`src/rtl/pipeline_hazard_controller.sv`:
```
// Hazard/stall/forwarding controller for a 5-stage RV32I pipeline.
// Optional macro FORWARDING_EN: enables EX operand forwarding (otherwise RAW hazards stall until WB retires).
module pipeline_hazard_controller #(
    parameter int REG_ADDR_W = 5,
    parameter int CNT_W      = 16
) (
    input  logic                  clk,
    input  logic                  rst_n,
    input  logic                  id_valid,
    input  logic                  id_write,
    input  logic                  id_load,
    input  logic                  id_store,
    input  logic                  id_uses_rs1,
    input  logic                  id_uses_rs2,
    input  logic [REG_ADDR_W-1:0] id_rs1,
    input  logic [REG_ADDR_W-1:0] id_rs2,
    input  logic [REG_ADDR_W-1:0] id_rd,
    input  logic                  ex_redirect,
    input  logic                  mem_ready,
    output logic                  pc_en,
    output logic                  if_id_en,
    output logic                  if_id_flush,
    output logic                  id_ex_bubble,
    output logic                  ex_mem_en,
    output logic [1:0]            fwd_a_sel,
    output logic [1:0]            fwd_b_sel,
    output logic                  wb_write,
    output logic [REG_ADDR_W-1:0] wb_rd,
    output logic [CNT_W-1:0]      stall_count
);

    localparam logic [REG_ADDR_W-1:0] RD_ZERO = {REG_ADDR_W{1'b0}};
    localparam logic [CNT_W-1:0]      CNT_MAX = {CNT_W{1'b1}};
    localparam logic [CNT_W-1:0]      CNT_ONE = {{(CNT_W-1){1'b0}}, 1'b1};

    logic                  ex_write_r;
    logic                  ex_load_r;
    logic [REG_ADDR_W-1:0] ex_rd_r;
    logic                  mem_write_r;
    logic [REG_ADDR_W-1:0] mem_rd_r;
    logic                  wb_write_r;
    logic [REG_ADDR_W-1:0] wb_rd_r;
`ifdef FORWARDING_EN
    logic [REG_ADDR_W-1:0] ex_rs1_r;
    logic [REG_ADDR_W-1:0] ex_rs2_r;
`endif
    logic [CNT_W-1:0]      stall_count_r;

    logic       hazard_s;
    logic       pc_en_s;
    logic       if_id_en_s;
    logic       if_id_flush_s;
    logic       id_ex_bubble_s;
    logic       ex_mem_en_s;
    logic [1:0] fwd_a_s;
    logic [1:0] fwd_b_s;

    // True when the ID instruction really reads register rd (x0 never counts).
    function automatic logic id_reads(
        input logic                  valid,
        input logic                  use1,
        input logic                  use2,
        input logic [REG_ADDR_W-1:0] rs1,
        input logic [REG_ADDR_W-1:0] rs2,
        input logic [REG_ADDR_W-1:0] rd
    );
        id_reads = valid && (rd != RD_ZERO) &&
                   ((use1 && (rs1 == rd)) || (use2 && (rs2 == rd)));
    endfunction

`ifdef FORWARDING_EN
    function automatic logic [1:0] fwd_sel(
        input logic [REG_ADDR_W-1:0] rs,
        input logic                  m_write,
        input logic [REG_ADDR_W-1:0] m_rd,
        input logic                  w_write,
        input logic [REG_ADDR_W-1:0] w_rd
    );
        if (m_write && (m_rd != RD_ZERO) && (m_rd == rs)) begin
            fwd_sel = 2'b01;
        end else if (w_write && (w_rd != RD_ZERO) && (w_rd == rs)) begin
            fwd_sel = 2'b10;
        end else begin
            fwd_sel = 2'b00;
        end
    endfunction
`endif

    // Hazard detection, forwarding selects and prioritised stage enables.
    always_comb begin
        hazard_s       = 1'b0;
        fwd_a_s        = 2'b00;
        fwd_b_s        = 2'b00;
        pc_en_s        = 1'b1;
        if_id_en_s     = 1'b1;
        if_id_flush_s  = 1'b0;
        id_ex_bubble_s = 1'b0;
        ex_mem_en_s    = 1'b1;
`ifdef FORWARDING_EN
        hazard_s = ex_load_r &&
                   id_reads(id_valid, id_uses_rs1, id_uses_rs2, id_rs1, id_rs2, ex_rd_r);
        fwd_a_s  = fwd_sel(ex_rs1_r, mem_write_r, mem_rd_r, wb_write_r, wb_rd_r);
        fwd_b_s  = fwd_sel(ex_rs2_r, mem_write_r, mem_rd_r, wb_write_r, wb_rd_r);
`else
        // Without forwarding, any in-flight producer blocks the reader until it retires from WB.
        hazard_s = ((ex_write_r || ex_load_r) &&
                    id_reads(id_valid, id_uses_rs1, id_uses_rs2, id_rs1, id_rs2, ex_rd_r)) ||
                   (mem_write_r &&
                    id_reads(id_valid, id_uses_rs1, id_uses_rs2, id_rs1, id_rs2, mem_rd_r)) ||
                   (wb_write_r &&
                    id_reads(id_valid, id_uses_rs1, id_uses_rs2, id_rs1, id_rs2, wb_rd_r));
`endif
        if (!mem_ready) begin
            pc_en_s     = 1'b0;
            if_id_en_s  = 1'b0;
            ex_mem_en_s = 1'b0;
        end else if (ex_redirect) begin
            if_id_flush_s  = 1'b1;
            id_ex_bubble_s = 1'b1;
        end else if (hazard_s) begin
            pc_en_s        = 1'b0;
            if_id_en_s     = 1'b0;
            id_ex_bubble_s = 1'b1;
        end else begin
            pc_en_s = 1'b1;
        end
    end

    // Shadow pipeline of the control word, advancing with the datapath registers.
    always_ff @(posedge clk or negedge rst_n) begin
        if (!rst_n) begin
            ex_write_r  <= 1'b0;
            ex_load_r   <= 1'b0;
            ex_rd_r     <= RD_ZERO;
            mem_write_r <= 1'b0;
            mem_rd_r    <= RD_ZERO;
            wb_write_r  <= 1'b0;
            wb_rd_r     <= RD_ZERO;
`ifdef FORWARDING_EN
            ex_rs1_r    <= RD_ZERO;
            ex_rs2_r    <= RD_ZERO;
`endif
        end else if (ex_mem_en_s) begin
            wb_write_r  <= mem_write_r;
            wb_rd_r     <= mem_rd_r;
            mem_write_r <= ex_write_r;
            mem_rd_r    <= ex_rd_r;
            if (id_ex_bubble_s || !id_valid) begin
                ex_write_r <= 1'b0;
                ex_load_r  <= 1'b0;
                ex_rd_r    <= RD_ZERO;
`ifdef FORWARDING_EN
                ex_rs1_r   <= RD_ZERO;
                ex_rs2_r   <= RD_ZERO;
`endif
            end else begin
                ex_write_r <= id_write;
                // A store-flagged word is never treated as a load producer.
                ex_load_r  <= id_load && !id_store;
                ex_rd_r    <= id_rd;
`ifdef FORWARDING_EN
                ex_rs1_r   <= id_rs1;
                ex_rs2_r   <= id_rs2;
`endif
            end
        end
    end

    // Saturating count of cycles lost to stalls and bubbles.
    always_ff @(posedge clk or negedge rst_n) begin
        if (!rst_n) begin
            stall_count_r <= {CNT_W{1'b0}};
        end else if ((!pc_en_s || id_ex_bubble_s) && (stall_count_r != CNT_MAX)) begin
            stall_count_r <= stall_count_r + CNT_ONE;
        end
    end

    assign pc_en        = pc_en_s;
    assign if_id_en     = if_id_en_s;
    assign if_id_flush  = if_id_flush_s;
    assign id_ex_bubble = id_ex_bubble_s;
    assign ex_mem_en    = ex_mem_en_s;
    assign fwd_a_sel    = fwd_a_s;
    assign fwd_b_sel    = fwd_b_s;
    assign wb_write     = wb_write_r;
    assign wb_rd        = wb_rd_r;
    assign stall_count  = stall_count_r;

endmodule

```
`config.mk`:
```
export PLATFORM = sky130hd
export DESIGN_NAME = pipeline_hazard_controller
export DESIGN_NICKNAME = d
export VERILOG_FILES = /design/src/rtl/pipeline_hazard_controller.sv
export SDC_FILE = /design/constraint.sdc
export NUM_CORES = 1
export LEC_CHECK = 0
export ABC_AREA = 1
export CAP_MARGIN = 15
export CORE_MARGIN = 5
export CORE_UTILIZATION = 40
export DETAILED_ROUTE_END_ITERATION = 10
export GPL_ROUTABILITY_DRIVEN = 0
export PLACE_DENSITY = 0.78
export SYNTH_ARGS = -nofsm -noshare
export SYNTH_HDL_FRONTEND = slang
export SYNTH_SLANG_ARGS = --single-unit
```
`constraint.sdc`:
```
create_clock -name clk -period 1.5 [get_ports clk]
set_input_delay 0.3 -clock clk [delete_from_list [all_inputs] [get_ports clk]]
set_output_delay 0.3 -clock clk [all_outputs]
set_load 0.01 [all_outputs]
```
==> results by group, run 1 <==
Timing
  – Final WS setup: -0.464 ns
  – Final Cycle Share: 131%
  – RSZ-0062 raised after global routing: yes
  – Tmin final: just under 2 ns
  – Clock Skew: 0.00681 ns
  – WHS: between 0.3 and 0.4 ns
  – Pins Over Slew Limit: 0
  – Final setup violation count: 26
  – Setup TNS: -6.34 ns
  – Fmax: 0.509 GHz
  – Fin. Hold Viols: 0

Yosys
  – EDFF count, synth: 0
  – Yosys cell types: 26
  – Cell count after synthesis: ~370
  – Primary FF master, synth: dfrtp_1
  – Async S/R FF share, synth: 100%
  – Syn Std Cell Area: 2400 µm²
  – Yosys warning count: 0
  – Sequential share of the synthesized area: between 30% and 40%
  – Yosys reg bits: 35
  – Syn Area/Cell: 6.57 µm²

Layout
  – P&R area growth vs syn: 48.5%
  – Layout cell share with drive strength beyond 1: 27.7%
  – Final net count: about 500
  – Final core occ: 60.7%
  – Number of fill cells in the layout: 539
  – Antenna diode count: 0

Drt
  – Antenna Nets Post-Route: 0
  – Remaining DRCs: 0
  – Drt wl/cell: 12.2 µm
  – Vias after detailed routing: 2675
  – Routed vias/inst: roughly 4.9
  – Drt total wl: 6720 µm
  – Drt pass-1 iters: 5
  – 1st-iter DRT viols: 206

Floorplan
  – Core Region: 5890 µm²
  – Starting density of the core: between 40 and 50%
  – Num ports: 56
  – Die H: between 80 and 90 µm
  – Die area: between 7000 and 8000 µm²
  – Die width: 87.5 µm
  – Row cnt: 28

Setup path
  – Crit-path slowest cell: dfrtp_1
  – CP max FO: 3
  – CP required: roughly 1.2 ns
  – Startpoint Class: register
  – R2R Setup Slk: -0.30 ns
  – WP data arrival: 1.66 ns
  – Slowest Stage Delay on Critical Path: between 0.4 and 0.5 ns
  – Setup CP Type: reg -> out
  – CP bufs+invs: 2
  – Crit end category: primary output
  – Critical path's top delay family: simple AND/OR/NAND/NOR gates
  – Cells along the critical path: nor2_2 > nand4_1 > o211ai_1 > inv_1 > nand2_2 > nand3_2 > o21ai_2 > buf_2

GRT
  – Number of global-route vias before repair: about 2.7k
  – GRT Total Usage: 18.6%
  – Total grt overflow: 0
  – Global-route wire length before repair: 11400 µm
  – Largest net degree at the start of global routing: 36
  – Initial antenna violation count: 0

Clock tree
  – CTS tree: yes
  – CTS clk-pin slew, worst paths: 0.07 ns
  – CTS Buffer Depth: 2
  – H-Tree Depth: 2
  – Latest clock arrival within the worst-skew pair: 0.29 ns
  – Total CTS buffers: 5
  – Sink Count: 35
  – Root Buffer: clkbuf_8

Placement
  – HPWL Detailed: between 4000 and 5000 µm
  – Post-Place Setup Slack: -1.02 ns
  – PortBufs: between 50 and 60

Hold path
  – Min-Delay Path Class: in -> async

Run
  – Max-cap violations: 0

Power
  – Leak: just under 2 nW
  – Max IR drop VDD: 0.000745 V
  – Pwr per Cell Area: 846 nW/µm²

Run status
  – Failing checks: setup timing
  – Status: finished, violations left
[synthesized netlist by cell type, types with 2 or more instances]
library cell,count,area (µm²)
xor2_1,10,87.6
buf_4,7,52.6
inv_1,29,109
nand4_1,5,31.3
nand2_2,13,81.3
nor2_1,37,139
nand2_1,145,544
dfrtp_1,35,876
o21ai_1,4,20.0
inv_2,10,37.5
clkbuf_1,4,15.0
nor3_1,2,10.0
o21ai_0,18,90.1
nand3_1,32,160
xnor2_1,4,35.0
[repair_timing]
| action | CTS | global route |
|---|---|---|
| endpoints found under the setup margin | 50 | 28 |
| cloned | 2 | 0 |
| resized for setup | 73 | 13 |
| buffers inserted | 8 | 2 |
| pin swaps | 4 | 0 |
| hold buffers | 0 | 0 |
[metal layers]
layer  share of wire, %  vias to the layer above  track usage (%)
li1                   -                     1344                -
met1                 42                     1213             22.3
met2                 49                       97             31.9
met3                6.3                       21             3.50
met4                3.1                        0             8.65
met5                  0                        -                0
[cells in the final DEF, fill, tap and decap left out, types with 2 or more instances in the layout]
master and n:
nand3_2 4, nand2_2 21, conb_1 4, xnor2_1 4, o21ai_2 2, nand4_1 5
nand2_8 2, inv_2 15, dfrtp_2 5, buf_2 3, nand3_1 29, xor2_1 10
dfrtp_1 30, dlygate4sd2_1 29, nand2_1 136, o21ai_0 12, inv_1 24, nor2_1 34
buf_4 58, nor2_2 3, clkbuf_8 7, clkdlybuf4s50_1 14, nor3_1 2, nor2_4 2
o21ai_1 8, buf_12 2
[state kept, by name, summed over array words and instances (netlist names)]
| register | cells |
|---|---|
| ex_write_r | 1 |
| wb_write | 1 |
| wb_rd | 5 |
| mem_write_r | 1 |
| mem_rd_r | 5 |
| ex_rd_r | 5 |
| ex_load_r | 1 |
| stall_count | 16 |
[cells by family after synthesis]
family          share of synthesized area [%]
buf+inv                                  9.94
fa+ha+maj                               0.520
simple gates                             42.9
flops                                    36.4
xor+xnor                                 5.10
compound gates                           4.89
other cells                             0.156
[where the power goes]
group	leakage (nW)	internal [mW]	switching, mW
Combinational	1.47	0.555	0.533
Sequential	0.462	1.06	0.112
Clock	0.0515	0.419	0.342
[worst reg2reg max path, cell delays in order, from the launching register on]
cell and delay, ns:
dfrtp_1 0.42, nor2_2 0.15, nand4_1 0.13, o211ai_1 0.12, inv_1 0.07, nand2_2 0.08, buf_4 0.11, inv_2 0.03
nor2_4 0.09, nand3_4 0.13, buf_12 0.18, nand2_8 0.11, nand2_2 0.06, nand2_1 0.06
[metrics by stage]
stage	std cells	area (µm²)	total power, mW
2_1_floorplan	369	2450	1.66
6_report	551	3570	3.02
3_3_place_gp	531	3330	2.18
5_1_grt	551	3570	3.22
3_5_place_dp	531	3330	2.20
4_1_cts	549	3550	3.05
[worst paths after layout]
kind,start,end,cells past startpoint
min in group clk,ex_load_r,ex_load_r,2
setup reg to reg,ex_rd_r[0],stall_count[3],13
max in group asynchronous,rst_n,wb_rd[1],2
setup / recovery,ex_rd_r[0],if_id_en,8
hold reg to reg,ex_load_r,ex_load_r,2
hold / removal,rst_n,stall_count[8],2
[layout make-up]
class | count | area, µm² | share of cell area (%)
Clock buffer | 8 | 100 | 2.80
Inverter | 39 | 146 | 4.10
Multi-Input combinational cell | 283 | 1390 | 39.0
Sequential cell | 35 | 882 | 24.7
Tap cell | 75 | 93.8 | 2.63
Timing Repair Buffer | 111 | 953 | 26.7
No activity file was read; power rests on OpenSTA's default activity.
==> run 2, diff against run 1 <==
--- a/config.mk
+++ b/config.mk
@@ -8,10 +8,10 @@
 export ABC_AREA = 1
 export CAP_MARGIN = 15
 export CORE_MARGIN = 5
-export CORE_UTILIZATION = 40
+export CORE_UTILIZATION = 30
 export DETAILED_ROUTE_END_ITERATION = 10
 export GPL_ROUTABILITY_DRIVEN = 0
-export PLACE_DENSITY = 0.78
+export PLACE_DENSITY = 0.63
 export SYNTH_ARGS = -nofsm -noshare
 export SYNTH_HDL_FRONTEND = slang
 export SYNTH_SLANG_ARGS = --single-unit
==> results by group, run 2 (same netlist as run 1, synthesis figures left out) <==
Layout
  – Antenna diode count: 0 (unchanged)
  – Most common cell after layout, fill and taps aside: nand2_1
  – Register Area: 883 µm² (+0.14%)
  – Most frequent cells in the layout: 139 x nand2_1, 57 x buf_4, 32 x nor2_1
  – Flip-flop count of the largest register after layout: 16 (unchanged)
  – Layout cell share with drive strength beyond 1: 31.2% (+3.4 points)
  – P&R area growth vs syn: 52.4%
  – Final core occ: 47.2% (-13 points)
  – Multi-input gate area: 1460 µm² (+5.0%)
  – Fin cells: 580 (+5.3%)
  – Number of fill cells in the layout: 814 (+51%)
  – Final net count: 503 (+0.40%)

Timing
  – Tmin final: 1.93 ns (-0.0345 ns)
  – Pins Over Slew Limit: 0 (unchanged)
  – RSZ-0062 raised after global routing: yes
  – Fin. Hold Viols: 0 (unchanged)
  – Final setup violation count: 26 (unchanged)
  – Fmax: 0.518 GHz (+1.8%)
  – Final WS setup: -0.429 ns (+0.0345 ns)
  – Final Cycle Share: 129% (-2.3 points)
  – Clock Skew: 0.00997 ns (+0.00316 ns)

Clock tree
  – CTS Buffer Depth: 2 (unchanged)
  – Root Buffer: clkbuf_8
  – H-Tree Depth: 2 (unchanged)
  – CTS clk-pin slew, worst paths: 0.07 ns (about the same)
  – Total CTS buffers: 5 (unchanged)
  – Latest clock arrival within the worst-skew pair: 0.28 ns (about the same)
  – Sink Count: 35 (unchanged)
  – CTS tree: yes
  – # hold bufs at CTS: 0 (unchanged)

Drt
  – Drt wl/cell: 12.6 µm (+3.7%)
  – Routed vias/inst: 4.61 (-5.0%)
  – Drt total wl: 7330 µm (+9.2%)
  – Vias after detailed routing: 2674 (-0.037%)
  – Remaining DRCs: 0 (unchanged)
  – Antenna Nets Post-Route: 0 (unchanged)
  – 1st-iter DRT viols: 110 (-47%)
  – Drt pass-1 iters: 4 (-1)

Run status
  – Failing checks: setup timing
  – Status: finished, violations left

Setup path
  – CP required: 1.20 ns (about the same)
  – CP max FO: 3 (unchanged)
  – Startpoint Class: primary input
  – Setup CP Type: in -> out
  – Crit end category: primary output
  – WP data arrival: 1.63 ns (-0.03 ns)

Floorplan
  – Die area: 9900 µm² (+29%)
  – Die H: 99.5 µm (+14%)
  – Row cnt: 32 (+14%)
  – Core Region: 7770 µm² (+32%)
  – Die width: 99.5 µm (+14%)
  – Starting density of the core: 30.9% (-9.9 points)
  – Num ports: 56 (unchanged)

Power
  – Leak: 2.03 nW (+2.7%)
  – Overall power: 2.93 mW (-2.8%)
  – Pwr per Cell Area: 801 nW/µm² (-5.3%)
  – Max IR drop VDD: 0.000704 V (-5.6%)

Placement
  – HPWL Detailed: 5480 µm (+10%)
  – Placed insts: 559 (+5.3%)
  – PortBufs: 51 (unchanged)

Hold path
  – Min-Delay Path Class: in -> async

Run
  – Max-cap violations: 0 (unchanged)

GRT
  – Global-route wire length before repair: 12200 µm (+6.3%)
  – Initial antenna violation count: 0 (unchanged)
  – Largest net degree at the start of global routing: 36 (unchanged)
  – Number of global-route vias before repair: 2691 (+0.34%)
  – GRT Total Usage: 14.9% (-3.7 points)
  – Total grt overflow: 0 (unchanged)
## run 2: cell count changes in the layout (fill, tap and decap cells not counted), sizes merged
cell and delta:
nand2 -1, clkdlybuf4s15 -2, clkinv +1, dlygate4sd2 -1, clkdlybuf4s50 -1, dlymetal6s2s +3, buf +3
## run 2: area by class of cell
class	instances	share of cell area, %
repair buffers	114	26.2
clock inverters	1	0.137
flip-flops and latches	35	24.1
multi-input cells	282	40.0
inverters	39	4.00
clock buffers	7	2.08
well taps	102	3.48
## run 2: critical path, stage by stage
cell             delay (ns)
clkdlybuf4s50_1        0.54
o21ai_1                0.10
nor2_1                 0.09
nand3_1                0.09
nand2_2                0.09
nand2_2                0.07
nand3_4                0.09
nand2_2                0.07
nand2_1                0.06
buf_2                  0.13
## run 2: final timing paths
check	startpoint	endpoint	slack [ns]	cells after the start
setup / recovery	id_uses_rs2	id_ex_bubble	-0.43	10
hold / removal	rst_n	stall_count[8]	0.38	2
setup reg to reg	ex_rd_r[3]	stall_count[1]	-0.26	14
hold reg to reg	ex_load_r	ex_load_r	0.51	2
max in group asynchronous	rst_n	stall_count[0]	0.90	2
min in group clk	ex_load_r	ex_load_r	0.51	2
## run 2: report_power, final
| part | internal (mW) | leakage [nW] | switching [mW] |
|---|---|---|---|
| sequential | 1.06 | 0.460 | 0.107 |
| combinational | 0.550 | 1.53 | 0.560 |
| clock | 0.326 | 0.0422 | 0.332 |
| total | 1.94 | 2.03 | 0.999 |
## run 2: through the flow
stage	TNS (ns)	instance area (µm²)	hold slack, ns	setup slack, ns
finish	-5.47	3660	0.380	-0.429
global route	-9.35	3660	0.391	-0.569
CTS	-5.08	3590	0.381	-0.431
detailed placement	-18.42	3390	0.495	-1.02
global placement	-17.71	3390	0.481	-1.01
floorplan	-1.16	2450	0.00441	-0.109
## run 2: routing by layer
layer  vias up  wire [µm]  GRT usage [%]
li1       1345          -              -
met1      1232       3110           17.8
met2        77       3650           25.7
met3        20        356           3.65
met4         0        209           5.78
met5         -          0              0
## run 2: what timing repair did
action,4_1_cts,5_1_grt
resized for setup,88,23
endpoints found under the setup margin,50,31
pin swaps,4,5
setup buffers,11,1
gates cloned,0,1
hold endpoints to repair,0,0
